<file path="src/rtl/bky_chain_loader.sv">
// Buckeye chain loader: buffers WORD_W-bit words in a FWFT FIFO and shifts NWORDS of them
// out serially on a divided shift clock, capturing the chain's return data into readback words.
module bky_chain_loader #(
   parameter int unsigned WORD_W     = 16,
   parameter int unsigned NWORDS     = 6,
   parameter int unsigned DEPTH_LOG2 = 6,
   parameter int unsigned DIV        = 20,
   parameter int unsigned LSB_FIRST  = 1
) (
   input  logic                  CLK40,
   input  logic                  RST_N,
   input  logic                  WR_EN,
   input  logic [WORD_W-1:0]     WR_DATA,
   input  logic                  START,
   input  logic                  CLR_DONE,
   input  logic                  SDIN,
   output logic                  SHCK,
   output logic                  SHCK_ENA,
   output logic                  SDATA,
   output logic                  BUSY,
   output logic                  DONE,
   output logic                  UNDERRUN,
   output logic                  OVERFLOW,
   output logic                  FULL,
   output logic                  EMPTY,
   output logic [DEPTH_LOG2:0]   WCNT,
   output logic [WORD_W-1:0]     RB_DATA,
   output logic                  RB_VALID
);

   localparam int unsigned DEPTH = 2 ** DEPTH_LOG2;
   localparam int unsigned CNT_W = DEPTH_LOG2 + 1;
   localparam int unsigned DIV_W = $clog2(DIV + 1);
   localparam int unsigned BIT_W = $clog2(WORD_W);
   localparam int unsigned WC_W  = $clog2(NWORDS + 1);

   typedef enum logic [1:0] {S_IDLE, S_LOAD, S_SHIFT, S_FINISH} state_t;

   state_t                  state_q, state_d;
   logic [WORD_W-1:0]       mem [DEPTH];
   logic [DEPTH_LOG2-1:0]   wr_ptr_q, wr_ptr_d, rd_ptr_q, rd_ptr_d;
   logic [CNT_W-1:0]        wcnt_d;
   logic [DIV_W-1:0]        div_q, div_d;
   logic [BIT_W-1:0]        bit_q, bit_d;
   logic [WC_W-1:0]         word_q, word_d, word_inc;
   logic [WORD_W-1:0]       sh_q, sh_d, rb_sh_q, rb_sh_d, rb_data_d, head_c;
   logic                    push_c, pop_c;
   logic                    shck_d, sdata_d, done_d, underrun_d, overflow_d, rb_valid_d;
   logic                    full_d, empty_d, shck_ena_d, busy_d;

   assign head_c   = mem[rd_ptr_q];
   assign push_c   = WR_EN && !FULL;
   assign word_inc = word_q + WC_W'(1);

   // FIFO storage carries no reset; occupancy is defined solely by the pointers and count
   always_ff @(posedge CLK40) begin
      if (push_c) mem[wr_ptr_q] <= WR_DATA;
   end

   always_comb begin
      state_d    = state_q;
      div_d      = div_q;
      bit_d      = bit_q;
      word_d     = word_q;
      sh_d       = sh_q;
      rb_sh_d    = rb_sh_q;
      rb_data_d  = RB_DATA;
      rb_valid_d = 1'b0;
      sdata_d    = SDATA;
      shck_d     = SHCK;
      done_d     = DONE;
      underrun_d = UNDERRUN;
      overflow_d = OVERFLOW || (WR_EN && FULL);
      pop_c      = 1'b0;

      if (CLR_DONE) done_d = 1'b0;

      case (state_q)
         S_IDLE: begin
            if (START) begin
               if (WCNT >= CNT_W'(NWORDS)) begin
                  state_d = S_LOAD;
                  done_d  = 1'b0;
               end else begin
                  underrun_d = 1'b1;
               end
            end
         end
         S_LOAD: begin
            pop_c   = 1'b1;
            sh_d    = head_c;
            div_d   = '0;
            bit_d   = '0;
            shck_d  = 1'b0;
            sdata_d = (LSB_FIRST != 0) ? head_c[0] : head_c[WORD_W-1];
            state_d = S_SHIFT;
         end
         S_SHIFT: begin
            if (div_q == DIV_W'(DIV - 1)) begin
               div_d = '0;
               if (!SHCK) begin
                  // rising SHCK: capture the chain's return bit
                  shck_d = 1'b1;
                  if (LSB_FIRST != 0) rb_sh_d = {SDIN, rb_sh_q[WORD_W-1:1]};
                  else                rb_sh_d = {rb_sh_q[WORD_W-2:0], SDIN};
               end else begin
                  shck_d = 1'b0;
                  if (bit_q == BIT_W'(WORD_W - 1)) begin
                     rb_data_d  = rb_sh_q;
                     rb_valid_d = 1'b1;
                     word_d     = word_inc;
                     state_d    = (word_inc == WC_W'(NWORDS)) ? S_FINISH : S_LOAD;
                  end else begin
                     bit_d = bit_q + BIT_W'(1);
                     if (LSB_FIRST != 0) begin
                        sh_d    = sh_q >> 1;
                        sdata_d = sh_q[1];
                     end else begin
                        sh_d    = sh_q << 1;
                        sdata_d = sh_q[WORD_W-2];
                     end
                  end
               end
            end else begin
               div_d = div_q + DIV_W'(1);
            end
         end
         S_FINISH: begin
            done_d  = 1'b1;
            word_d  = '0;
            state_d = S_IDLE;
         end
         default: state_d = S_IDLE;
      endcase

      wr_ptr_d = push_c ? wr_ptr_q + DEPTH_LOG2'(1) : wr_ptr_q;
      rd_ptr_d = pop_c  ? rd_ptr_q + DEPTH_LOG2'(1) : rd_ptr_q;
      case ({push_c, pop_c})
         2'b10:   wcnt_d = WCNT + CNT_W'(1);
         2'b01:   wcnt_d = WCNT - CNT_W'(1);
         default: wcnt_d = WCNT;
      endcase
      full_d     = (wcnt_d == CNT_W'(DEPTH));
      empty_d    = (wcnt_d == '0);
      shck_ena_d = (state_d == S_SHIFT);
      busy_d     = (state_d != S_IDLE);
   end

   always_ff @(posedge CLK40 or negedge RST_N) begin
      if (!RST_N) begin
         state_q  <= S_IDLE;
         wr_ptr_q <= '0;
         rd_ptr_q <= '0;
         WCNT     <= '0;
         FULL     <= 1'b0;
         EMPTY    <= 1'b1;
         div_q    <= '0;
         bit_q    <= '0;
         word_q   <= '0;
         sh_q     <= '0;
         rb_sh_q  <= '0;
         RB_DATA  <= '0;
         RB_VALID <= 1'b0;
         SDATA    <= 1'b0;
         SHCK     <= 1'b0;
         SHCK_ENA <= 1'b0;
         BUSY     <= 1'b0;
         DONE     <= 1'b0;
         UNDERRUN <= 1'b0;
         OVERFLOW <= 1'b0;
      end else begin
         state_q  <= state_d;
         wr_ptr_q <= wr_ptr_d;
         rd_ptr_q <= rd_ptr_d;
         WCNT     <= wcnt_d;
         FULL     <= full_d;
         EMPTY    <= empty_d;
         div_q    <= div_d;
         bit_q    <= bit_d;
         word_q   <= word_d;
         sh_q     <= sh_d;
         rb_sh_q  <= rb_sh_d;
         RB_DATA  <= rb_data_d;
         RB_VALID <= rb_valid_d;
         SDATA    <= sdata_d;
         SHCK     <= shck_d;
         SHCK_ENA <= shck_ena_d;
         BUSY     <= busy_d;
         DONE     <= done_d;
         UNDERRUN <= underrun_d;
         OVERFLOW <= overflow_d;
      end
   end

endmodule

</file>
<file path="config.mk">
export PLATFORM = sky130hd
export DESIGN_NAME = bky_chain_loader
export DESIGN_NICKNAME = d
export VERILOG_FILES = /design/src/rtl/bky_chain_loader.sv
export SDC_FILE = /design/constraint.sdc
export NUM_CORES = 1
export LEC_CHECK = 0
export CAP_MARGIN = 20
export CORE_MARGIN = 3
export CORE_UTILIZATION = 56
export DETAILED_ROUTE_END_ITERATION = 7
export HOLD_SLACK_MARGIN = 0.1
export PLACE_DENSITY = 0.77
export SETUP_SLACK_MARGIN = 0.05
export SLEW_MARGIN = 20
export SYNTH_ARGS = -nofsm -noshare
export SYNTH_HDL_FRONTEND = slang
export SYNTH_SLANG_ARGS = --single-unit
</file>
<file path="constraint.sdc">
create_clock -name CLK40 -period 3.66 [get_ports CLK40]
set_input_delay 0.732 -clock CLK40 [delete_from_list [all_inputs] [get_ports CLK40]]
set_output_delay 0.732 -clock CLK40 [all_outputs]
set_load 0.01 [all_outputs]
</file>
==> flow_metrics.env, run 1 <==
export IMPL_totalPowerFinal_mw=37.0
export IMPL_routedWlPerCell_um=28.8
export IMPL_drt_first_pass_iters=8
export IMPL_root_buffer="clkbuf_16"
export IMPL_tritoncts="built"
export IMPL_area_delta_synth_final_pct=13.7
export IMPL_crit_required_ns=4.18
export IMPL_start_util_pct=57.1
export IMPL_drt_initial_drc_count=2714
export IMPL_synth_seq_cells=1114
export IMPL_yosysWarnings=0
export IMPL_dpl_worst_slack_ns=0.189
export IMPL_worstPathArrival_ns=3.52
export IMPL_peakVddDrop_v=0.000550
export IMPL_htree_levels=3
export IMPL_grt_first_pass_wirelength_mm=152
export IMPL_cts_setup_buffers=0
export IMPL_p_per_area_nw_per_um2=743
export IMPL_worstHoldPathType="in2async"
export IMPL_synth_edff_count=1024
export IMPL_coreArea_um2=76600
export IMPL_overflow=0
export IMPL_ys_seq_area_share_pct=75.5
export IMPL_die_area_um2=81400
export IMPL_ioPinCount=55
export IMPL_tns_ns=0
export IMPL_final_setup_viol_count=0
export IMPL_grt_max_degree=68
export IMPL_ys_types=65
export IMPL_report_final_slew_viol_count=0
export IMPL_routed_wirelength_mm=103
export IMPL_critPathMaxFanout=32
export IMPL_worst_pin_slew_ns=1.14
export IMPL_hold_viol_final=0
export IMPL_insertion_delay_ns=0.66
export IMPL_mostFrequentLayoutCell="edfxtp_1"
export IMPL_cts_resized=0
export IMPL_ant_nets=0
export IMPL_clk_pin_slew_ns=0.06
export IMPL_avgSynthCellArea_um2=19.2
export IMPL_syn_num_nets=2316
export IMPL_die_height_um=285
export IMPL_endpoint_kind="flop"
export IMPL_leakage_nw=16.7
export IMPL_r2r_slack_ns=0.66
export IMPL_max_freq_mhz=334
export IMPL_postLayoutCellArea_um2=49700
export IMPL_rows=101
export IMPL_layout_common_cells="edfxtp_1, mux4_2, mux2i_1"
export IMPL_fin_crit_ns=3.00
export IMPL_drcViolationCount=2
export IMPL_grt_antenna_before_repair=2
export IMPL_cts_inserted_buffers=106
export IMPL_numPortBuffers=54
export IMPL_failed_checks="DRC"
export IMPL_via_per_inst=6.46
export IMPL_grt_pass1_vias=23600
export IMPL_post_route_period_util_pct=81.9
export IMPL_fin_nets=2484
export IMPL_status="complete, but fails checks"
export IMPL_synthArstFlopShare_pct=8.08
export IMPL_worst_slack_ns=0.662
export IMPL_synthCells=2281
export IMPL_synth_area_um2=43700
export IMPL_critPathLaunchType="flop"
export IMPL_skew_ns=0.0184
export IMPL_place_gp_congestion=0.918
export IMPL_cts_sinks=1114
export IMPL_drive_gt1_share_pct=22.9
export IMPL_clockBufferDepth=3
export IMPL_crit_type="reg2reg"
export IMPL_route_vias_total=23000
export IMPL_drv_cap=0
export IMPL_dpl_instance_area_um2=46100
export IMPL_dpl_hpwl_mm=61.1
export IMPL_yosys_most_used_dff="edfxtp_1"
export IMPL_max_slew_margin_pct=23.9
export IMPL_die_w_um=285
export IMPL_grt_util_all_layers_pct=25.4
export IMPL_rsz0062_at_grt="no"
export IMPL_postCtsHoldBufs=0
## Yosys cell counts, drive strengths merged (2+ instances only)
library cell	instances	area, um^2
edfxtp	1024	30700
mux4	199	4480
mux2i	165	1650
nand2	124	465
nor2	95	359
dfrtp	89	2230
clkbuf	75	287
buf	70	389
o21ai	50	250
nand3	46	230
a21oi	45	225
a22oi	32	240
o221ai	30	263
a211oi	22	165
o22ai	22	138
inv	19	71.3
mux2	18	203
o2111ai	16	140
xnor2	14	123
ha	13	163
a2111oi	9	78.8
nor2b	8	50.1
or2	8	50.1
or3	8	60.1
nand3b	7	52.6
nand2b	6	37.5
nand4	6	37.5
nor3	5	25.0
or3b	5	43.8
xor2	5	43.8
a41oi	4	35.0
o211ai	4	30.0
a21o	3	22.5
a32o	3	30.0
and2	3	18.8
nor3b	3	22.5
a31oi	2	12.5
a32oi	2	17.5
nand4b	2	17.5
nor4	2	12.5
nor4bb	2	20.0
o41ai	2	17.5
## worst paths after layout
| kind | startpoint | to | depth (start not counted) |
|---|---|---|---|
| setup reg to reg | rd_ptr_q[1]$_DFFE_PN0N_ | sh_q[6]$_DFFE_PN0P_ | 7 |
| setup / recovery | rd_ptr_q[1]$_DFFE_PN0N_ | sh_q[6]$_DFFE_PN0P_ | 7 |
| hold reg to reg | rb_sh_q[0]$_DFFE_PN0P_ | RB_DATA[0]$_DFFE_PN0P_ | 2 |
| hold / removal | RST_N | WCNT[4]$_DFF_PN0_ | 1 |
| max in group asynchronous | RST_N | rb_sh_q[10]$_DFFE_PN0P_ | 2 |
| min in group CLK40 | WR_DATA[2] | mem[51][2]$_DFFE_PP_ | 1 |
## routing by layer
layer  track usage (%)  wire [um]
met5                 0          0
met4              8.44       3490
met3              5.17      10500
met2              42.0      50600
met1              34.2      38000
## layout make-up
type,instances,area (um^2)
Antenna cell,1,2.50
Clock buffer,138,2930
Clock inverter,57,679
Fill cell,4917,26900
Inverter,19,71.3
Multi-Input combinational cell,1003,10000
Sequential cell,1114,33000
Tap cell,1030,1290
Timing Repair Buffer,205,1720
## logic make-up (layout without fill, tap and decap cells)
logic type,count (synthesis),count (layout),share of synthesized area (%)
flops,1114,1114,75.5
mux,382,382,14.5
simple gates,333,333,3.49
compound gates,255,255,4.00
buf+inv,164,419,1.71
xor+xnor,20,20,0.432
fa+ha+maj,13,13,0.372
other cells,0,1,0
## report_power, final
group	switching (mW)	total, mW	leakage [nW]	internal [mW]
Clock	4.60	11.2	1.77	6.62
Sequential	0.872	15.5	10.4	14.6
Combinational	5.85	10.3	4.53	4.41
Total	11.3	37.0	16.7	25.6
## registers in the layout (all words and copies together), names as in the netlist
signal    count
mem        1024
RB_DATA      16
rb_sh_q      16
sh_q         16
WCNT          7
rd_ptr_q      6
wr_ptr_q      6
div_q         5
bit_q         4
word_q        3
state_q       2
BUSY          1
DONE          1
EMPTY         1
FULL          1
OVERFLOW      1
RB_VALID      1
SHCK          1
SHCK_ENA      1
UNDERRUN      1
## critical path: stages (launching register included)
cell and delay [ns]:
dfrtp_4 0.86, nand3b_1 0.26, buf_4 0.36, nor2_1 0.09, a2111oi_0 0.45, o21ai_0 0.37, nand3_1 0.28, o2111ai_1 0.14
## through the flow
stage	instances	utilization (%)	hold slack, ns
global route	3567	64.9	0.227
floorplan	2281	-	0.433
detailed placement	3371	60.2	0.452
CTS	3566	64.9	0.189
finish	3567	64.9	0.182
global placement	3371	60.2	0.444
No activity file was read; power rests on OpenSTA's default activity.
==> run 2: changes to the inputs <==
--- a/config.mk
+++ b/config.mk
@@ -7,10 +7,10 @@
 export LEC_CHECK = 0
 export CAP_MARGIN = 20
 export CORE_MARGIN = 3
-export CORE_UTILIZATION = 56
+export CORE_UTILIZATION = 61
 export DETAILED_ROUTE_END_ITERATION = 7
 export HOLD_SLACK_MARGIN = 0.1
-export PLACE_DENSITY = 0.77
+export PLACE_DENSITY = 0.8
 export SETUP_SLACK_MARGIN = 0.05
 export SLEW_MARGIN = 20
 export SYNTH_ARGS = -nofsm -noshare
==> constraint.sdc (replaced) <==
create_clock -name CLK40 -period 3.05 [get_ports CLK40]
set_input_delay 0.61 -clock CLK40 [delete_from_list [all_inputs] [get_ports CLK40]]
set_output_delay 0.61 -clock CLK40 [all_outputs]
set_load 0.01 [all_outputs]
==> run 2 against run 1 <==
The run now ends clean. Die area down 8.0%. Clock skew up 0.024 ns. Worst setup slack worse by 0.52 ns. Via count up 1.3%. Clock power up 14%. Fmax up 3.0%. Critical path depth down 2. Flip-flop and latch count unchanged. Combinational power up 27%. Critical path type unchanged. Critical endpoint unchanged. Largest cell class unchanged. Highest routed layer is now met5.
==> flow_metrics.env, run 2 (synthesis gave the netlist of run 1 again) <==
export IMPL_status="finished, final reports clean"
export IMPL_grt_first_pass_wirelength_mm=154
export IMPL_die_height_um=274
export IMPL_worstPathArrival_ns=3.45
export IMPL_insertion_delay_ns=0.67
export IMPL_routedWlPerCell_um=29.4
export IMPL_final_setup_viol_count=0
export IMPL_numPortBuffers=54
export IMPL_rows=97
export IMPL_fin_crit_ns=2.91
export IMPL_report_final_slew_viol_count=0
export IMPL_grt_pass1_vias=23700
export IMPL_die_area_um2=74900
export IMPL_grt_util_all_layers_pct=28.2
export IMPL_reg2reg_depth=5
export IMPL_drcViolationCount=0
export IMPL_drive_gt1_share_pct=23.2
export IMPL_clk_pin_slew_ns=0.06
export IMPL_die_w_um=274
export IMPL_fin_nets=2512
export IMPL_route_vias_total=23300
export IMPL_clockBufferDepth=3
export IMPL_p_per_area_nw_per_um2=878
export IMPL_cts_inserted_buffers=106
export IMPL_rsz0062_at_grt="no"
export IMPL_dpl_worst_slack_ns=-0.207
export IMPL_top_register="mem"
export IMPL_tritoncts="built"
export IMPL_leakage_nw=16.9
export IMPL_peakVddDrop_v=0.000767
export IMPL_ioPinCount=55
export IMPL_critPathMaxFanout=12
export IMPL_crit_required_ns=3.59
export IMPL_critPathLaunchType="flop"
export IMPL_drt_first_pass_iters=8
export IMPL_ant_nets=0
export IMPL_grt_max_degree=73
export IMPL_routed_wirelength_mm=103
export IMPL_drv_cap=0
export IMPL_max_slew_margin_pct=44.7
export IMPL_post_route_period_util_pct=95.4
export IMPL_skew_ns=0.0422
export IMPL_largest_reg_flops=1024
export IMPL_endpoint_kind="flop"
export IMPL_hold_viol_final=0
export IMPL_dpl_hpwl_mm=61.9
export IMPL_mostFrequentLayoutCell="edfxtp_1"
export IMPL_drt_initial_drc_count=3107
export IMPL_worst_slack_ns=0.140
export IMPL_place_gp_congestion=0.915
export IMPL_layout_common_cells="edfxtp_1, mux4_2, mux2i_1"
export IMPL_start_util_pct=62.0
export IMPL_worstHoldPathType="in2reg"
export IMPL_via_per_inst=6.66
export IMPL_holdPathStages=1
export IMPL_n_fill_cell=3971
export IMPL_coreArea_um2=70500
export IMPL_max_freq_mhz=344
export IMPL_area_delta_synth_final_pct=15.4
export IMPL_cts_sinks=1114
export IMPL_root_buffer="clkbuf_16"
export IMPL_worst_pin_slew_ns=0.830
export IMPL_grt_antenna_before_repair=5
export IMPL_crit_type="reg2reg"
export IMPL_utilization_pct=71.5
export IMPL_timing_hold_ws_ns=0.275
export IMPL_overflow=0
export IMPL_htree_levels=3
-- run 2: cell types whose count changed in the layout (fill, tap and decap cells not counted), sizes merged --
cell,before,now
buf,168,195
clkinv,33,46
clkbuf,138,129
bufinv,14,9
inv,25,22
clkinvlp,4,5
diode,1,2
dlygate4sd3,0,1
-- run 2: power by group --
group,leakage [nW],total (mW),switching (mW),internal (mW)
Combinational,4.86,13.1,7.47,5.66
Sequential,10.4,18.3,0.762,17.5
Clock,1.66,12.8,5.49,7.36
Total,16.9,44.3,13.7,30.5
-- run 2: critical path, cell delays in order, from the launching register on --
cell and delay, ns:
dfrtp_4 0.63, mux4_2 0.56, a2111oi_0 0.73, o21ai_0 0.52, nand3_1 0.25, o2111ai_1 0.11
-- run 2: what timing repair did --
item	CTS	global route
setup endpoints to repair	0	5
resized for setup	0	3
endpoints found under the hold margin	37	0
hold buffers	1	0
buffers inserted	0	1
-- run 2: worst paths after layout --
path / startpoint / endpoint / slack (ns)
max in group asynchronous: RST_N / SHCK_ENA$_DFF_PN0_ / 1.92
max reg2reg: rd_ptr_q[0]$_DFFE_PN0N_ / sh_q[6]$_DFFE_PN0P_ / 0.14
min reg2reg: RB_DATA[5]$_DFFE_PN0P_ / RB_DATA[5]$_DFFE_PN0P_ / 0.48
max: rd_ptr_q[0]$_DFFE_PN0N_ / sh_q[6]$_DFFE_PN0P_ / 0.14
min in group asynchronous: RST_N / rd_ptr_q[5]$_DFFE_PN0N_ / 0.49
min: WR_DATA[4] / mem[8][4]$_DFFE_PP_ / 0.28
-- run 2: layer usage --
metal,vias up,GRT usage (%),share of wire (%)
li1,9662,-,-
met1,12000,38.5,37
met5,-,0,0.013
met3,277,5.64,9.3
met2,1381,44.7,49
met4,2,13.2,5.2
-- run 2: final cells by class --
| class | count | area, um^2 | share of cell area (%) |
|---|---|---|---|
| Antenna cell | 2 | 5.00 | 0.00993 |
| Clock buffer | 129 | 2830 | 5.61 |
| Clock inverter | 63 | 601 | 1.19 |
| Inverter | 19 | 71.3 | 0.141 |
| Multi-Input combinational cell | 1003 | 10000 | 19.9 |
| Sequential cell | 1114 | 33000 | 65.5 |
| Tap cell | 940 | 1180 | 2.33 |
| Timing Repair Buffer | 233 | 2690 | 5.34 |
-- run 2: stage by stage --
stage | instance area [um^2] | TNS (ns) | std cells | power [mW]
after floorplan | 43700 | -1.72 | 2281 | 26.6
after global placement | 47000 | -0.433 | 3307 | 31.1
after detailed placement | 47000 | -0.394 | 3307 | 31.4
after CTS | 50400 | 0 | 3500 | 44.3
after global routing | 50400 | 0 | 3501 | 45.7
final | 50400 | 0 | 3503 | 44.3
